### src/rtl/cpu_pkg.sv
`default_nettype none
// ============================================================================
//  Module  : cpu_pkg
//  Purpose : Shared types and constants for the 8-bit core sequencer:
//            FSM state encoding, ctrl_flags bit positions, write-back source
//            select encoding and the illegal opcode values.
//  Rev     : 1.0  initial release
// ============================================================================
package cpu_pkg;

    typedef enum logic [2:0] {
        ST_IDLE = 3'd0,
        ST_F_HI = 3'd1,
        ST_F_LO = 3'd2,
        ST_DEC  = 3'd3,
        ST_EXEC = 3'd4,
        ST_MEM  = 3'd5
    } state_t;

    // Bit positions inside the decode ROM's ctrl_flags byte
    localparam int c_cf_br   = 7;
    localparam int c_cf_imm  = 6;
    localparam int c_cf_jimm = 5;
    localparam int c_cf_jreg = 4;
    localparam int c_cf_link = 3;
    localparam int c_cf_mw   = 2;
    localparam int c_cf_mr   = 1;
    localparam int c_cf_ldi  = 0;

    typedef enum logic [1:0] {
        WB_ALU = 2'd0,
        WB_MEM = 2'd1,
        WB_IMM = 2'd2,
        WB_PC  = 2'd3
    } wb_src_t;

    localparam logic [3:0] c_op_illegal_a = 4'hA;
    localparam logic [3:0] c_op_illegal_b = 4'hB;

    function automatic logic is_illegal(input logic [3:0] op);
        return (op == c_op_illegal_a) || (op == c_op_illegal_b);
    endfunction

endpackage
`default_nettype wire

### src/rtl/bus_wait_timer.sv
`default_nettype none
// ============================================================================
//  Module  : bus_wait_timer
//  Purpose : Counts consecutive cycles in which a bus request is pending
//            without mem_ready and flags a timeout on the WAIT_MAX-th such
//            cycle. WAIT_MAX = 0 disables the timeout entirely.
//  Ports   : clk, rst       clock / synchronous active-high reset
//            i_req          bus request currently asserted
//            i_ready        bus completes the access this cycle
//            o_timeout      this wait cycle is the WAIT_MAX-th; abandon access
//  Rev     : 1.0  initial release
// ============================================================================
module bus_wait_timer #(
    parameter int WAIT_MAX = 255
) (
    input  logic clk,
    input  logic rst,
    input  logic i_req,
    input  logic i_ready,
    output logic o_timeout
);

    generate
        if (WAIT_MAX == 0) begin : g_disabled
            assign o_timeout = 1'b0;
        end else begin : g_enabled
            localparam int c_cw = (WAIT_MAX < 2) ? 1 : $clog2(WAIT_MAX);
            // Counter holds completed wait cycles, so the last one is WAIT_MAX-1
            localparam logic [c_cw-1:0] c_last = c_cw'(WAIT_MAX - 1);

            logic [c_cw-1:0] r_count;
            logic            w_wait;

            assign w_wait    = i_req & ~i_ready;
            assign o_timeout = w_wait && (r_count == c_last);

            always_ff @(posedge clk) begin
                if (rst || !w_wait || o_timeout) begin
                    r_count <= '0;
                end else begin
                    r_count <= r_count + 1'b1;
                end
            end
        end
    endgenerate

endmodule
`default_nettype wire

### src/rtl/cpu_sequencer.sv
`default_nettype none
// ============================================================================
//  Module  : cpu_sequencer
//  Purpose : Multi-cycle control FSM of the 8-bit core. Fetches a 16-bit
//            instruction as two bytes, turns decode ROM flags into datapath
//            strobes and shares the single memory port between fetch and
//            load/store.
//  Ports   : clk, rst, run            clock, sync reset, run/stop request
//            opcode, alu_flags,       decode inputs (ir[15:12] and ROM)
//            ctrl_flags, br_cond
//            mem_ready / mem_req,     memory handshake and address select
//            mem_we, mem_addr_sel
//            ir_hi_we, ir_lo_we,      IR / PC strobes
//            pc_inc, pc_load, pc_src
//            alu_b_imm, alu_ctrl      ALU operand select and latched flags
//            reg_we, wb_src           register-file write strobe and source
//            illegal, bus_err, busy,  status
//            retired
//  Rev     : 1.0  initial release
// ============================================================================
module cpu_sequencer
    import cpu_pkg::*;
#(
    parameter int RET_W    = 16,
    parameter int WAIT_MAX = 255
) (
    input  logic             clk,
    input  logic             rst,
    input  logic             run,
    input  logic [3:0]       opcode,
    input  logic [7:0]       alu_flags,
    input  logic [7:0]       ctrl_flags,
    input  logic             br_cond,
    input  logic             mem_ready,
    output logic             mem_req,
    output logic             mem_we,
    output logic             mem_addr_sel,
    output logic             ir_hi_we,
    output logic             ir_lo_we,
    output logic             pc_inc,
    output logic             pc_load,
    output logic             pc_src,
    output logic             alu_b_imm,
    output logic [7:0]       alu_ctrl,
    output logic             reg_we,
    output logic [1:0]       wb_src,
    output logic             illegal,
    output logic             bus_err,
    output logic             busy,
    output logic [RET_W-1:0] retired
);

    state_t           r_state;
    state_t           w_state_nxt;
    state_t           w_boundary;
    logic [7:0]       r_ctrl;
    logic [7:0]       w_cf;
    logic             w_timeout;
    logic             w_illegal_op;
    logic             w_ldi, w_mem_op, w_jump, w_br, w_alu;
    logic             w_retire;

    logic             r_mem_req, r_mem_we, r_addr_sel, r_alu_b_imm;
    logic             r_exec_we, r_pc_load, r_pc_src, r_illegal, r_busy, r_bus_err;
    wb_src_t          r_wb_src;
    logic [7:0]       r_alu_ctrl;
    logic [RET_W-1:0] r_retired;

    bus_wait_timer #(
        .WAIT_MAX (WAIT_MAX)
    ) u_wait_timer (
        .clk       (clk),
        .rst       (rst),
        .i_req     (r_mem_req),
        .i_ready   (mem_ready),
        .o_timeout (w_timeout)
    );

    // While in DEC the ROM output is live; afterwards the latched copy holds
    // the instruction's flags even if the ROM input starts changing.
    assign w_cf         = (r_state == ST_DEC) ? ctrl_flags : r_ctrl;
    assign w_illegal_op = is_illegal(opcode);

    // Instruction class, in priority order
    assign w_ldi    = w_cf[c_cf_ldi];
    assign w_mem_op = !w_ldi && (w_cf[c_cf_mr] || w_cf[c_cf_mw]);
    assign w_jump   = !w_ldi && !w_mem_op && (w_cf[c_cf_jimm] || w_cf[c_cf_jreg]);
    assign w_br     = !w_ldi && !w_mem_op && !w_jump && w_cf[c_cf_br];
    assign w_alu    = !w_ldi && !w_mem_op && !w_jump && !w_br;

    assign w_boundary = run ? ST_F_HI : ST_IDLE;

    assign w_retire = ((r_state == ST_DEC)  && w_illegal_op) ||
                      ((r_state == ST_EXEC) && !w_mem_op)    ||
                      ((r_state == ST_MEM)  && mem_ready);

    always_comb begin
        w_state_nxt = r_state;
        case (r_state)
            ST_IDLE: if (run) w_state_nxt = ST_F_HI;
            ST_F_HI: begin
                if (w_timeout)      w_state_nxt = ST_IDLE;
                else if (mem_ready) w_state_nxt = ST_F_LO;
            end
            ST_F_LO: begin
                if (w_timeout)      w_state_nxt = ST_IDLE;
                else if (mem_ready) w_state_nxt = ST_DEC;
            end
            ST_DEC:  w_state_nxt = w_illegal_op ? w_boundary : ST_EXEC;
            ST_EXEC: w_state_nxt = w_mem_op ? ST_MEM : w_boundary;
            ST_MEM: begin
                if (w_timeout)      w_state_nxt = ST_IDLE;
                else if (mem_ready) w_state_nxt = w_boundary;
            end
            default: w_state_nxt = ST_IDLE;
        endcase
    end

    // State plus all state-level outputs, registered from the next state so
    // each strobe is valid for the whole cycle of the state it belongs to.
    always_ff @(posedge clk) begin
        if (rst) begin
            r_state     <= ST_IDLE;
            r_ctrl      <= '0;
            r_mem_req   <= 1'b0;
            r_mem_we    <= 1'b0;
            r_addr_sel  <= 1'b0;
            r_alu_b_imm <= 1'b0;
            r_exec_we   <= 1'b0;
            r_pc_load   <= 1'b0;
            r_pc_src    <= 1'b0;
            r_wb_src    <= WB_ALU;
            r_illegal   <= 1'b0;
            r_busy      <= 1'b0;
            r_bus_err   <= 1'b0;
            r_alu_ctrl  <= '0;
            r_retired   <= '0;
        end else begin
            r_state     <= w_state_nxt;
            r_mem_req   <= (w_state_nxt inside {ST_F_HI, ST_F_LO, ST_MEM});
            r_addr_sel  <= (w_state_nxt == ST_MEM);
            r_mem_we    <= (w_state_nxt == ST_MEM) && w_cf[c_cf_mw];
            // Immediate operand held through MEM: the ALU forms the address
            r_alu_b_imm <= (w_state_nxt inside {ST_EXEC, ST_MEM}) && w_cf[c_cf_imm];
            r_exec_we   <= (w_state_nxt == ST_EXEC) &&
                           (w_ldi || (w_jump && w_cf[c_cf_link]) || w_alu);
            r_pc_load   <= (w_state_nxt == ST_EXEC) && (w_jump || (w_br && br_cond));
            r_pc_src    <= (w_state_nxt == ST_EXEC) && w_jump && w_cf[c_cf_jreg];
            r_illegal   <= (w_state_nxt == ST_DEC) && w_illegal_op;
            r_busy      <= (w_state_nxt != ST_IDLE);

            if (w_state_nxt == ST_EXEC) begin
                if (w_ldi)                         r_wb_src <= WB_IMM;
                else if (w_jump && w_cf[c_cf_link]) r_wb_src <= WB_PC;
                else                               r_wb_src <= WB_ALU;
            end else if ((w_state_nxt == ST_MEM) && w_cf[c_cf_mr]) begin
                r_wb_src <= WB_MEM;
            end else begin
                r_wb_src <= WB_ALU;
            end

            if (r_state == ST_DEC) begin
                r_alu_ctrl <= alu_flags;
                r_ctrl     <= ctrl_flags;
            end
            if (w_retire)  r_retired <= r_retired + RET_W'(1);
            if (w_timeout) r_bus_err <= 1'b1;
        end
    end

    // Bus-completion strobes must coincide with the ready cycle, when read
    // data is valid, so they are qualified by mem_ready directly.
    assign ir_hi_we = (r_state == ST_F_HI) && mem_ready;
    assign ir_lo_we = (r_state == ST_F_LO) && mem_ready;
    assign pc_inc   = ir_hi_we || ir_lo_we;
    assign reg_we   = r_exec_we || ((r_state == ST_MEM) && r_ctrl[c_cf_mr] && mem_ready);

    assign mem_req      = r_mem_req;
    assign mem_we       = r_mem_we;
    assign mem_addr_sel = r_addr_sel;
    assign pc_load      = r_pc_load;
    assign pc_src       = r_pc_src;
    assign alu_b_imm    = r_alu_b_imm;
    assign alu_ctrl     = r_alu_ctrl;
    assign wb_src       = r_wb_src;
    assign illegal      = r_illegal;
    assign bus_err      = r_bus_err;
    assign busy         = r_busy;
    assign retired      = r_retired;

endmodule
`default_nettype wire

### config.mk
export PLATFORM = sky130hd
export DESIGN_NAME = cpu_sequencer
export DESIGN_NICKNAME = d
export VERILOG_FILES = /design/src/rtl/cpu_pkg.sv /design/src/rtl/bus_wait_timer.sv /design/src/rtl/cpu_sequencer.sv
export SDC_FILE = /design/constraint.sdc
export NUM_CORES = 1
export LEC_CHECK = 0
export ABC_AREA = 1
export CELL_PAD_IN_SITES_DETAIL_PLACEMENT = 0
export CELL_PAD_IN_SITES_GLOBAL_PLACEMENT = 1
export CORE_ASPECT_RATIO = 1.25
export CORE_MARGIN = 3
export CORE_UTILIZATION = 35
export DETAILED_ROUTE_END_ITERATION = 10
export PLACE_DENSITY_LB_ADDON = 0.08
export SLEW_MARGIN = 10
export SYNTH_ARGS = -nofsm -noshare
export SYNTH_HDL_FRONTEND = slang
export SYNTH_SLANG_ARGS = --single-unit
### constraint.sdc
create_clock -name clk -period 2.1 [get_ports clk]
set_clock_uncertainty 0.1 [all_clocks]
set_input_delay 0.315 -clock clk [delete_from_list [all_inputs] [get_ports clk]]
set_output_delay 0.315 -clock clk [all_outputs]
set_load 0.02 [all_outputs]
==> impl_metrics.tcl <==
set metrics [dict create \
    outcome "finished, final reports clean" \
    hold_start "bus_err$_SDFFE_PP0P_" \
    power_frac_seq 0.546 \
    grt_max_degree 20 \
    slowest_delay_ns 0.38 \
    drt_iter0_drc 76 \
    die_w_um 82.9 \
    track_usage 0.159 \
    rr_startpoint "r_state[1]$_SDFF_PP0_" \
    filler_cell_count 741 \
    n_antenna_cell 0 \
    worst_path_cell_chain "nor2_2 > nand3_1 > o21bai_1 > dlygate4sd2_1" \
    crit_arrival_ns 1.51 \
    crit_type "register to output port" \
    syn-cell-area_um2 2590 \
    tns_ns 0 \
    die_extent_in_y_um 102 \
    ys.warnings.count 0 \
    final_layout_size_suffix_gt1_frac 0.117 \
    critical_path.endpoint_type "output port" \
    internal_power_mw 1.51 \
    synthCells 357 \
    grt_antenna_before_repair 0 \
    comb_power_share 0.102 \
    post-cts-setup-buffers 0 \
    worst_path_dominant_cell_family "flip-flops" \
    via_per_inst 4.63 \
    holdBufCountCts 0 \
    worstPathMaxFanout 5 \
    worstSetupStartpoint "r_state[1]$_SDFF_PP0_" \
    totalWireLength_um 6380 \
    rsz_0062_raised_after_global_routing "no" \
    rows 34 \
    tritoncts "built" \
    synth.lib_cells_used.distinct 30 \
    grt.overflow.total 0 \
    clock_insertion_delay_at_the_later_pin_of_the_skew_report_ns 0.31 \
    dp.final_hpwl_um 4810 \
    worst_hold_slack_ns 0.357 \
    leakage_nw 1.37 \
    most_common_cell_after_layout_fill_and_taps_aside "nand2_1" \
    post-route-drc-count 0 \
    initial_utilization 0.366 \
    power_switching_share 0.231 \
    power.clock.fraction 0.352 \
    cts_made_buffers 5 \
    tightest_slew_ns 0.494 \
    finalWeightedCongestion 0.792 \
    worst_path_max_delay_cell "dfxtp_1" \
    io_pins 64 \
    design_area_um2 3460 \
    layout_min_cycle_time_ns 1.92 \
    synthesis.area_per_instance_um2 7.25 \
    report.power.total_mw 1.96 \
    power.density_cell_area_nw_per_um2 566 \
    route.vias.total 2404 \
    irDropWorstVdd_mv 0.387 \
    wire_length_per_cell_um 12.3 \
    area_growth_syn_to_layout_pct 33.8 \
    synth_seq_cells 55 \
    clock_slew_at_reported_path_ffs_ns 0.09 \
    holdCritPathClass "register to register" \
    fmax_mhz 520 \
    timing.final.ws_setup_ns 0.178 \
    drv_slew 0 \
    grt_pass1_wl_um 11000 \
    die_area_um2 8470 \
    core_area_um2 7060 \
    yosysSeqAreaShare 0.426 \
    setup_viol 0 \
    layout_common_cells "76 x nand2_1, 58 x clkdlybuf4s50_1, 55 x nor2_1, 55 x dfxtp_1, 38 x nand3_1" \
    wp_data_required_ns 1.68 \
    postPlaceCellArea_um2 3360 \
    min_period_over_period 0.915 \
    hold_violations_final 0 \
    cap_violations 0 \
    post-place-ws_ns -0.0842 \
    clock_sinks 55 \
    critical_path.startpoint_type "register" \
    nets 457 \
    final_antenna_net_count 0 \
    total_switching_power_mw 0.452 \
    clk_root_buffer_cell "clkbuf_8" \
    critical_path_buf_inv_count 1 \
    drt-pass1-iter-count 4 \
    port_buffers 62 \
    worst_slew_margin_rel 0.668 \
    cts.htree.levels 2 \
    clk_path_buf_depth 2 \
    synth_nets 385 \
    grt_pass1_vias 2294 \
]
flip-flops by register name, indices dropped and copies added (netlist names):
name and cells:
r_ctrl 8, illegal 1, r_state 3, retired 16, wb_src 2, pc_src 1
u_wait_timer.g_enabled.r_count 8, r_exec_we 1, busy 1, mem_addr_sel 1, alu_b_imm 1, mem_req 1
alu_ctrl 8, bus_err 1, mem_we 1, pc_load 1
synth_stat cells:
cell	number	share of area
a21oi_1	14	0.027
a21oi_2	9	0.030
and2_1	1	0.0024
and3_1	1	0.0024
buf_1	2	0.0029
buf_2	1	0.0019
buf_4	1	0.0029
buf_6	1	0.0044
buf_8	1	0.0058
clkbuf_1	4	0.0058
dfxtp_1	55	0.43
ha_1	3	0.015
inv_1	32	0.046
inv_2	1	0.0014
nand2_1	76	0.11
nand2_2	12	0.029
nand2_4	2	0.0087
nand3_1	38	0.074
nand3_2	1	0.0039
nand4_1	4	0.0097
nor2_1	56	0.081
nor2_4	1	0.0044
nor3_1	8	0.015
nor4_1	1	0.0024
o21ai_0	12	0.023
o21ai_2	1	0.0034
o21bai_1	1	0.0029
or2_2	3	0.0073
xnor2_1	3	0.010
xor2_1	12	0.041
stage by stage:
step                      utilization  std cells
after floorplan                     -        357
after global placement          0.475        512
after detailed placement        0.475        512
after CTS                       0.490        519
after global routing            0.490        519
final                           0.490        519
power by group through the flow:
stage	combinational (mW)	sequential, mW	clock [mW]
after CTS	0.202	1.07	0.715
after global routing	0.221	1.07	0.762
after detailed placement	0.203	1.09	0
after global placement	0.203	1.09	0
after floorplan	0.0880	1.10	0
final	0.200	1.07	0.690
layer usage:
metal | track usage | share of wire
met1 | 0.196 | 0.47
met2 | 0.278 | 0.48
met3 | 0.0355 | 0.037
met4 | 0.0528 | 0.014
met5 | 0 | 0
tightest hold or removal path, cell delays in order (launching register included):
cell	delay (ns)
dfxtp_1	0.32
inv_1	0.05
a21oi_1	0.05
repair_timing:
| action | CTS | global route |
|---|---|---|
| setup endpoints to repair | 4 | 1 |
| cloned | 0 | 0 |
| resized for setup | 4 | 1 |
path summary, 6_finish.rpt:
| kind | to | slack, ns | depth (start not counted) |
|---|---|---|---|
| worst max-delay path | reg_we | 0.18 | 4 |
| worst max register to register | retired[0]$_SDFFE_PP0P_ | 0.27 | 11 |
| worst min-delay path | bus_err$_SDFFE_PP0P_ | 0.36 | 2 |
| worst min register to register | bus_err$_SDFFE_PP0P_ | 0.36 | 2 |
cell families (layout without fill, tap and decap cells):
| logic type | after synthesis | after routing | share of synthesized area |
|---|---|---|---|
| simple gates | 204 | 204 | 0.351 |
| compound gates | 37 | 37 | 0.0870 |
| xor+xnor | 15 | 15 | 0.0508 |
| fa+ha+maj | 3 | 3 | 0.0145 |
| flops | 55 | 55 | 0.426 |
| buf+inv | 43 | 115 | 0.0716 |
area by class of cell:
| class | count | area, µm² | share of cell area |
|---|---|---|---|
| multi-input cells | 259 | 1300 | 0.377 |
| flip-flops and latches | 55 | 1100 | 0.318 |
| repair buffers | 75 | 717 | 0.207 |
| inverters | 33 | 124 | 0.0358 |
| well taps | 90 | 113 | 0.0325 |
| clock buffers | 6 | 72.6 | 0.0210 |
| clock inverters | 1 | 30.0 | 0.00868 |
No activity file was read; power rests on OpenSTA's default activity.
